### config.mk
export PLATFORM = sky130hd
export DESIGN_NAME = lcd_hd44780_writer
export DESIGN_NICKNAME = d
export VERILOG_FILES = /design/src/rtl/lcd_hd44780_writer.sv
export SDC_FILE = /design/constraint.sdc
export NUM_CORES = 1
export LEC_CHECK = 0
export CAP_MARGIN = 20
export CORE_ASPECT_RATIO = 1.4
export CORE_MARGIN = 1
export CORE_UTILIZATION = 54
export DETAILED_ROUTE_END_ITERATION = 7
export PLACE_DENSITY = 0.78
export REMOVE_ABC_BUFFERS = 1
export SETUP_SLACK_MARGIN = 0.15
export SLEW_MARGIN = 10
export SYNTH_ARGS = -nofsm -noshare
export SYNTH_HDL_FRONTEND = slang
export SYNTH_SLANG_ARGS = --single-unit
### constraint.sdc
create_clock -name sys_clk -period 3.1 [get_ports sys_clk]
set_clock_uncertainty 0.15 [all_clocks]
set_input_delay 0.31 -clock sys_clk [delete_from_list [all_inputs] [get_ports sys_clk]]
set_output_delay 0.31 -clock sys_clk [all_outputs]
set_load 0.01 [all_outputs]
### src/rtl/lcd_hd44780_writer.sv
// HD44780 4-bit bus write engine: turns a one-cycle write strobe into the full E/RS/DB[7:4] sequence plus execution wait.
// Optional macro LCD_LONG_EXEC_EN: clear/home commands wait T_CLR cycles instead of T_EXEC.
module lcd_hd44780_writer #(
  parameter int T_AS   = 2,
  parameter int T_EPW  = 12,
  parameter int T_H    = 2,
  parameter int T_EXEC = 1100,
  parameter int T_CLR  = 44000,
  parameter int CNT_W  = 16
) (
  input  logic       sys_clk,
  input  logic       rst_n,
  input  logic       wr_valid,
  output logic       wr_ready,
  input  logic       wr_rs,
  input  logic       wr_nib,
  input  logic [7:0] wr_data,
  output logic       busy,
  output logic       lcd_e,
  output logic       lcd_rw,
  output logic       lcd_rs,
  output logic [3:0] lcd_db
);

  typedef enum logic [2:0] {
    IDLE, SETUP_HI, PULSE_HI, HOLD_HI, SETUP_LO, PULSE_LO, HOLD_LO, EXEC
  } state_t;

  state_t             state_q, state_nxt;
  logic [CNT_W-1:0]   cnt_q, cnt_nxt;
  logic [CNT_W-1:0]   exec_load;
  logic               nib_q;
  logic [7:0]         data_q;
  logic               accept;
  logic               e_nxt, rs_nxt;
  logic [3:0]         db_nxt;

  assign accept = wr_valid && wr_ready;
  assign lcd_rw = 1'b0;

`ifdef LCD_LONG_EXEC_EN
  logic long_cmd;
  // lcd_rs still carries the latched register select throughout the transfer
  assign long_cmd  = !lcd_rs && !nib_q &&
                     ((data_q == 8'h01) || (data_q[7:1] == 7'b0000001));
  assign exec_load = long_cmd ? CNT_W'(T_CLR) : CNT_W'(T_EXEC);
`else
  logic unused_t_clr;
  assign unused_t_clr = ^CNT_W'(T_CLR);
  assign exec_load    = CNT_W'(T_EXEC);
`endif

  always_comb begin
    state_nxt = state_q;
    cnt_nxt   = cnt_q - CNT_W'(1);
    rs_nxt    = lcd_rs;
    db_nxt    = lcd_db;
    case (state_q)
      IDLE: begin
        cnt_nxt = cnt_q;
        if (accept) begin
          state_nxt = SETUP_HI;
          cnt_nxt   = CNT_W'(T_AS);
          rs_nxt    = wr_rs;
          db_nxt    = wr_data[7:4];
        end
      end
      default: begin
        if (cnt_q == CNT_W'(1)) begin
          case (state_q)
            SETUP_HI: begin state_nxt = PULSE_HI; cnt_nxt = CNT_W'(T_EPW); end
            PULSE_HI: begin state_nxt = HOLD_HI;  cnt_nxt = CNT_W'(T_H);   end
            HOLD_HI: begin
              if (nib_q) begin
                state_nxt = EXEC;
                cnt_nxt   = exec_load;
              end else begin
                state_nxt = SETUP_LO;
                cnt_nxt   = CNT_W'(T_AS);
                db_nxt    = data_q[3:0];
              end
            end
            SETUP_LO: begin state_nxt = PULSE_LO; cnt_nxt = CNT_W'(T_EPW); end
            PULSE_LO: begin state_nxt = HOLD_LO;  cnt_nxt = CNT_W'(T_H);   end
            HOLD_LO:  begin state_nxt = EXEC;     cnt_nxt = exec_load;     end
            default:  begin state_nxt = IDLE;     cnt_nxt = '0;            end
          endcase
        end
      end
    endcase
    e_nxt = (state_nxt == PULSE_HI) || (state_nxt == PULSE_LO);
  end

  // Control and pin registers: every output comes straight from a flop
  always_ff @(posedge sys_clk or negedge rst_n) begin
    if (!rst_n) begin
      state_q  <= IDLE;
      cnt_q    <= '0;
      wr_ready <= 1'b0;
      busy     <= 1'b0;
      lcd_e    <= 1'b0;
      lcd_rs   <= 1'b0;
      lcd_db   <= 4'h0;
    end else begin
      state_q  <= state_nxt;
      cnt_q    <= cnt_nxt;
      wr_ready <= (state_nxt == IDLE);
      busy     <= (state_nxt != IDLE);
      lcd_e    <= e_nxt;
      lcd_rs   <= rs_nxt;
      lcd_db   <= db_nxt;
    end
  end

  // Request payload, captured on the accepting edge
  always_ff @(posedge sys_clk) begin
    if (accept) begin
      nib_q  <= wr_nib;
      data_q <= wr_data;
    end
  end

endmodule

==> results of run 1 <==
[synth_stat cells, types with 3 or more instances]
cell	n	area (sq um)
o221a_2	4	45.04
clkbuf_1	6	22.52
or4_1	4	30.03
o21ai_0	16	80.08
nor2_1	11	41.29
a31oi_1	3	18.77
a21o_1	6	45.04
nand2_1	11	41.29
edfxtp_1	5	150.1
a21oi_1	9	45.04
inv_1	5	18.77
nand2b_1	7	43.79
nor3_1	14	70.07
a22o_1	4	35.03
dfrtp_1	27	675.7
nor4_1	3	18.77
[path summary, 6_finish.rpt]
path                       cells past startpoint        end      from
max                                            5   cnt_q[5]  cnt_q[7]
min                                            2  lcd_db[3]     rst_n
max reg2reg                                    5   cnt_q[5]  cnt_q[7]
min reg2reg                                    1     lcd_rs    lcd_rs
max in group asynchronous                      2       busy     rst_n
min in group sys_clk                           1     lcd_rs    lcd_rs
[sequential cells by signal (all words and copies together), names as in the netlist]
name	count
busy	1
cnt_q	16
data_q	4
lcd_db	4
lcd_e	1
lcd_rs	1
nib_q	1
state_q	3
wr_ready	1
[kinds of logic (layout without fill, tap and decap cells)]
family	count (synthesis)	count (layout)	synth area share
multiplexers	1	1	0.006661
adder cells (fa/ha/maj)	2	2	0.01480
AND/OR/NAND/NOR	68	68	0.2265
AO/OA/AOI/OAI	49	49	0.1954
buffers and inverters	15	36	0.04515
flip-flops	32	32	0.4885
other	1	1	0.002218
XOR/XNOR	4	4	0.02073
[cells in the final DEF (no fill, tap or decap), types with 2 or more instances in the layout]
cell type	n
dfrtp_1	27
clkdlybuf4s50_1	20
o21ai_0	16
nor3_1	14
nand2_1	11
nor2_1	11
a21oi_1	9
nand2b_1	7
a21o_1	6
clkbuf_8	6
inv_1	5
edfxtp_1	5
or4_1	4
o221a_2	4
a22o_1	4
a31oi_1	3
nor4_1	3
buf_4	3
nor2b_1	2
or3b_2	2
xor2_1	2
xnor2_1	2
nand3_1	2
or3_1	2
or2_2	2
nor3b_1	2
o2bb2ai_1	2
ha_1	2
clkbuf_1	2
[final cells by class]
cell class	count	share of cell area
sequential	32	0.4146
timing repair buffer	23	0.1118
inverter	5	0.009422
tap	37	0.02324
multi-input combinational	125	0.3957
clock buffer	8	0.04523
[worst reg2reg max path: cells and delay by family (launching register included)]
family	cells	cell delay, ns
simple gates	3	1.48
compound gates	2	0.39
flops	1	0.43
[power by group through the flow]
stage | combinational (mW) | sequential, mW | clock, mW
floorplan | 0.509 | 0.743 | 0
global placement | 0.744 | 0.749 | 0
detailed placement | 0.769 | 0.762 | 0
CTS | 0.774 | 0.757 | 0.328
global route | 0.852 | 0.783 | 0.346
finish | 0.772 | 0.761 | 0.318
[layer usage]
metal  wire [microns]  vias to the layer above  part of all wire  GRT usage
met1             1514                      679              0.40     0.2521
met4              136                        0             0.036     0.1875
li1                 -                      670                 -          -
met5                0                        -                 0          0
met3              153                       15             0.041    0.05333
met2             1964                       40              0.52     0.4692
[stage by stage]
stage | hold slack, ns | utilization | cells
floorplan | -0.1356 | - | 162
global placement | 0.3396 | 0.6543 | 222
detailed placement | 0.3763 | 0.6543 | 222
CTS | 0.2586 | 0.6853 | 230
global route | 0.2795 | 0.6853 | 230
finish | 0.2526 | 0.6853 | 230
==> impl_metrics.yaml, run 1 <==
layout:
  multi_input_area_sq_um: 788.3
  layout.nets: 207
  n_fill_cell: 227
  antenna_cells: 0
  finalInstanceArea_sq_um: 1992
  syn2layout_area_growth_pct: 17.84
  drive_gt1_frac: 0.1088
  seqCellArea_sq_um: 825.8
die:
  core_sq_um: 2907
  die_h_microns: 68.20
  io_pins: 22
  start_util: 0.5816
  dieArea_sq_um: 3361
  rows: 23
  die_w_microns: 49.29
sta:
  setup_ws_ns: 0.5433
  hold_violations: 0
  max_freq_mhz: 391.1
  period_share: 0.8247
  min_period_ns: 2.557
  tightest_slew_ns: 0.7106
  relSlewSlack: 0.5226
  setup-violations-final: 0
  slew_viol_final: 0
  tns_ns: 0
  rsz0062_at_grt: "no"
placed_design:
  gp_congestion: 0.9272
  placed_cell_area_sq_um: 1902
  hpwl_mm: 2.694
  port_buffers: 20
  pre_cts_ws_ns: 0.5683
cts:
  post-cts-setup-buffers: 0
  path_clk_slew_ns: 0.06
  cts_max_level: 2
  cts_resized: 0
  clk_latency_ns: 0.28
  cts_num_sinks: 32
  root_buffer: "clkbuf_8"
  cts_tree: "built"
  cts_buffers: 5
  cts_max_path_buffers: 2
  ctsHoldBuffers: 0
detailed_routing:
  post_drt_wl_per_cell_microns: 16.38
  drt_iter0_drc: 54
  drt-total-wl_mm: 3.768
  vias: 1404
  detail_route.vias_per_cell: 6.104
  drcViolationCount: 0
  dr.pass1.iters: 4
  ant_nets: 0
flow_run:
  maxCapViolCount: 0
worst_setup_path:
  path_buf_inv: 0
  r2r_slack_ns: 0.54
  endpoint_kind: "register"
  start_kind: "register"
  critPathMaxStageDelay_ns: 0.68
  crit_slowest_cell: "or4_1"
  cp_data_required_time_ns: 3.12
  cp_top_family: "simple AND/OR/NAND/NOR gates"
  critical_path_class: "register to register"
  cp.arrival_ns: 2.58
  cp_cell_sequence: "or4_1 -> nor4_4 -> or2_2 -> o21ai_0 -> a22o_1"
  cp_max_fo: 14
power:
  p_clk_frac: 0.172
  cellPowerDensity_nw_per_um2: 928.9
  leakage_nw: 0.8287
  p_total_mw: 1.850
  p_sw_uw: 713.4
  irDropWorstVdd_mv: 0.5185
  combinationalPowerShare: 0.417
  p_seq_frac: 0.411
  swShare: 0.3855
  p_int_mw: 1.137
synth:
  ys_seq_area_frac: 0.4885
  synthCells: 172
  ys_warn_count: 0
  ys_ff_latch: 32
  synth.avg_cell_area_sq_um: 9.828
  synthArstFlopShare: 0.8438
  synthesis.area_sq_um: 1690
  yosys.cell_types.count: 42
  synth-edff-count: 5
  synth_flop_cell: "dfrtp_1"
grt:
  grt_first_pass_wirelength_mm: 6.085
  grt-ovfl-total: 0
  grt_antenna_before_repair: 0
  grt_pass1_vias: 1365
  grt_max_degree: 28
  track_usage: 0.2544
run_status:
  status: "finished clean"
worst_hold_path:
  hp-class: "input port to async pin"
Note: power is estimated with default switching activity, not from simulation.
==> run 2: changes to the inputs <==
CORE_UTILIZATION = 49   (was 54)
PLACE_DENSITY = 0.75   (was 0.78)
clock period = 2.35 ns   (was 3.1 ns; I/O delays follow)
==> impl_metrics.yaml, run 2 (synthesis gave the netlist of run 1 again) <==
cts:
  cts_max_path_buffers: 2
  ctsHoldBuffers: 0
  clk_latency_ns: 0.29
  cts_buffers: 5
  cts_tree: "built"
  root_buffer: "clkbuf_8"
  cts_max_level: 2
  cts_num_sinks: 32
  path_clk_slew_ns: 0.07
layout:
  largest_reg_flops: 16
  regMostFlops: "cnt_q"
  n_fill_cell: 223
  largest_registers: "cnt_q x16, data_q x4, lcd_db x4"
  antenna_cells: 0
  layout.nets: 234
  layout_common_cells: "dfrtp_1 (26), buf_4 (26), clkdlybuf4s50_1 (20), nor3_1 (13), o21ai_0 (12)"
  drive_gt1_frac: 0.2864
  syn2layout_area_growth_pct: 37.82
  finalInstanceArea_sq_um: 2330
  utilization: 0.7251
grt:
  grt_first_pass_wirelength_mm: 6.686
  grt_max_degree: 28
  grt_pass1_vias: 1486
  grt-ovfl-total: 0
  track_usage: 0.2452
  grt_antenna_before_repair: 0
die:
  io_pins: 22
  core_sq_um: 3213
  dieArea_sq_um: 3692
  start_util: 0.5261
  rows: 24
  die_w_microns: 51.64
  die_h_microns: 71.50
placed_design:
  port_buffers: 20
  pre_cts_ws_ns: -0.007547
  placed_cell_area_sq_um: 2032
  hpwl_mm: 2.997
  gp_congestion: 0.8644
worst_setup_path:
  r2r_slack_ns: 0.10
  r2r-end: "cnt_q[2]"
  start_kind: "register"
  endpoint_kind: "register"
  cp_data_required_time_ns: 2.37
  cp_max_fo: 6
  cp.arrival_ns: 2.26
  r2r_start: "cnt_q[1]"
  critical_path_class: "register to register"
  crit_start: "cnt_q[1]"
  r2r_cells: 8
sta:
  period_share: 0.9562
  min_period_ns: 2.247
  hold_violations: 0
  setup-violations-final: 0
  setup_ws_ns: 0.1028
  rsz0062_at_grt: "yes"
  max_freq_mhz: 445.0
  slew_viol_final: 0
power:
  cellPowerDensity_nw_per_um2: 1251
  irDropWorstVdd_mv: 0.8084
  p_seq_frac: 0.348
  combinationalPowerShare: 0.513
  leakage_nw: 0.9891
  p_sw_mw: 1.159
  p_int_mw: 1.755
  p_clk_frac: 0.139
  p_total_mw: 2.915
  swShare: 0.3978
detailed_routing:
  vias: 1551
  drt-total-wl_mm: 4.613
  drcViolationCount: 0
  dr.pass1.iters: 5
  post_drt_wl_per_cell_microns: 17.81
  detail_route.vias_per_cell: 5.988
  drt_iter0_drc: 70
  ant_nets: 0
worst_hold_path:
  hp-class: "input port to async pin"
flow_run:
  maxCapViolCount: 0
run_status:
  status: "finished clean"
run 2: changes by cell type in the layout (fill, tap and decap cells not counted), moves of 3 or more:
cell	delta
o221a_2	-4
or4_4	+3
o21ai_0	-4
buf_4	+23
o221a_4	+4
or4_1	-3
o21ai_1	+3
run 2: metrics by stage:
stage / hold slack, ns / setup TNS [ns] / instances
final: 0.1697 / 0 / 259
after global routing: 0.2148 / 0 / 259
after floorplan: -0.2106 / -1.052 / 162
after detailed placement: 0.3579 / -0.008690 / 241
after global placement: 0.3397 / 0 / 241
after CTS: 0.1849 / 0 / 252
run 2: cell type report:
class,instances,area (sq um),share of cell area
clock inverter,3,13.76,0.005908
sequential,32,827.0,0.3550
clock buffer,5,68.82,0.02954
multi-input combinational,127,934.6,0.4012
tap,39,48.80,0.02095
timing repair buffer,48,417.9,0.1794
inverter,5,18.77,0.008056
run 2: power groups by stage:
stage,clock (mW),combinational [mW],sequential [mW]
after global placement,0,1.17,0.958
after detailed placement,0,1.22,0.973
after floorplan,0,0.672,0.981
after CTS,0.408,1.31,0.979
final,0.405,1.50,1.01
after global routing,0.434,1.60,1.03
run 2: worst max path at each step:
stage / end / slack (ns)
after global routing: state_q[0] / 0.03
after detailed placement: cnt_q[12] / -0.008
final: cnt_q[2] / 0.10
after global placement: cnt_q[15] / 0.06
after floorplan: cnt_q[12] / -0.14
after CTS: lcd_db[3] / 0.15
run 2: what timing repair did:
item,CTS,global route
gates resized for setup,10,23
pin swaps,2,10
setup buffers,3,5
cloned,0,2
setup endpoints to repair,18,19
run 2: layer usage:
metal	up-vias	wire length, microns	GRT usage
met5	-	0	0
met4	0	146	0.09910
met3	15	178	0.05308
met2	57	2505	0.4589
met1	757	1782	0.2551
li1	722	-	-
run 2: worst max-delay path, stage by stage (launching register included):
cell	delay, ns
dfrtp_1	0.40
inv_2	0.10
ha_4	0.13
or3b_4	0.38
nor4_4	0.33
buf_4	0.20
or2_4	0.17
o21ai_0	0.11
o2bb2ai_1	0.17
==> run 3: changes to the inputs <==
CORE_MARGIN = 2   (was 1)
==> impl_metrics.yaml, run 3 (synthesis gave the netlist of run 1 again) <==
detailed_routing:
  drt_iter0_drc: 72
  detail_route.vias_per_cell: 5.988
  vias: 1533
  post_drt_wl_per_cell_microns: 16.95
  drcViolationCount: 0
  ant_nets: 0
  drt-total-wl_mm: 4.340
  dr.pass1.iters: 5
sta:
  hold_violations: 0
  max_freq_mhz: 446.0
  setup-violations-final: 0
  min_period_ns: 2.242
  rsz0062_at_grt: "yes"
  slew_viol_final: 0
  period_share: 0.9541
  tns_ns: 0
  hold_ws_ns: 0.1681
worst_setup_path:
  endpoint_kind: "register"
  cp.arrival_ns: 2.29
  critical_path_class: "register to register"
  critPathMaxStageDelay_ns: 0.55
  path_buf_inv: 2
  cp_top_family: "simple AND/OR/NAND/NOR gates"
  start_kind: "register"
  cp_max_fo: 5
  r2r_slack_ns: 0.11
  cp_data_required_time_ns: 2.40
  crit_slowest_cell: "or4_4"
  cp_cell_sequence: "or4_4 -> nor4_4 -> buf_4 -> buf_6 -> o21a_1 -> nor3_1 -> a31oi_1"
die:
  core_sq_um: 3347
  die_w_microns: 53.64
  dieArea_sq_um: 3942
  rows: 25
  die_h_microns: 73.50
  io_pins: 22
  start_util: 0.5050
placed_design:
  placedCellCount: 239
  gp_congestion: 0.8450
  hpwl_mm: 2.828
  port_buffers: 20
layout:
  largest_reg_flops: 16
  antenna_cells: 0
  multi_input_area_sq_um: 887.1
  n_fill_cell: 245
  post_layout_nonfiller_instances: 256
  largest_registers: "cnt_q x16, data_q x4, lcd_db x4"
  regMostFlops: "cnt_q"
  syn2layout_area_growth_pct: 35.31
  layout_commonest_cell: "dfrtp_1"
  drive_gt1_frac: 0.2593
  layout_common_cells: "dfrtp_1 (25), buf_4 (24), clkdlybuf4s50_1 (20), o21ai_0 (15), nor3_1 (12)"
  layout.nets: 230
  seqCellArea_sq_um: 828.3
cts:
  clk_latency_ns: 0.29
  path_clk_slew_ns: 0.07
  cts_buffers: 5
  root_buffer: "clkbuf_8"
  ctsHoldBuffers: 0
  cts_num_sinks: 32
  cts_max_path_buffers: 2
  cts_max_level: 2
  cts_tree: "built"
power:
  cellPowerDensity_nw_per_um2: 1249
  p_total_mw: 2.858
  irDropWorstVdd_mv: 0.7687
  leakage_nw: 0.9680
grt:
  grt_pass1_vias: 1487
  grt_antenna_before_repair: 0
  track_usage: 0.2422
  grt_max_degree: 28
  grt-ovfl-total: 0
  grt_first_pass_wirelength_mm: 6.927
run_status:
  status: "finished clean"
flow_run:
  maxCapViolCount: 0
worst_hold_path:
  hp-class: "input port to async pin"
run 3: changes by cell type in the layout (fill, tap and decap cells not counted), sizes merged:
cell,change
clkinv,-3
nor2,-1
clkbuf,+3
or2,-1
buf,-2
run 3: where the power goes:
group	switching [mW]	internal, mW
Sequential	0.233	0.780
Clock	0.197	0.267
Combinational	0.655	0.725
run 3: stage by stage:
stage,utilization,worst slack [ns],area (sq um)
after global routing,0.6834,0.08120,2287
after CTS,0.6591,0.1533,2206
final,0.6834,0.1079,2287
after detailed placement,0.6007,-0.03884,2011
after global placement,0.6007,0.04095,2011
after floorplan,-,-0.1403,1633
run 3: final cells by class:
cell class,instances,share of cell area
sequential,32,0.3621
tap,40,0.02188
timing repair buffer,46,0.1761
multi-input combinational,125,0.3879
inverter,5,0.008206
clock buffer,8,0.04376
run 3: worst paths after layout:
kind | start | endpoint | depth (start not counted)
max | cnt_q[7] | state_q[0] | 7
min in group sys_clk | wr_data[0] | data_q[0] | 1
max reg2reg | cnt_q[7] | state_q[0] | 7
min reg2reg | lcd_rs | lcd_rs | 1
max in group asynchronous | rst_n | cnt_q[8] | 2
min | rst_n | lcd_db[3] | 2
run 3: worst reg2reg max path, stage by stage, from the launching register on:
cell and delay, ns:
dfrtp_1 0.41, or4_4 0.55, nor4_4 0.36, buf_4 0.20, buf_6 0.11, o21a_1 0.12, nor3_1 0.04, a31oi_1 0.20
run 3: timing repair:
item	CTS	global route
setup buffers	6	3
pin swaps	2	3
endpoints found under the setup margin	20	18
resized for setup	13	10
run 3: layer usage:
metal,global-route usage,part of all wire
met3,0.06301,0.048
met5,0,0
met4,0.1111,0.028
met2,0.4019,0.53
met1,0.2865,0.39
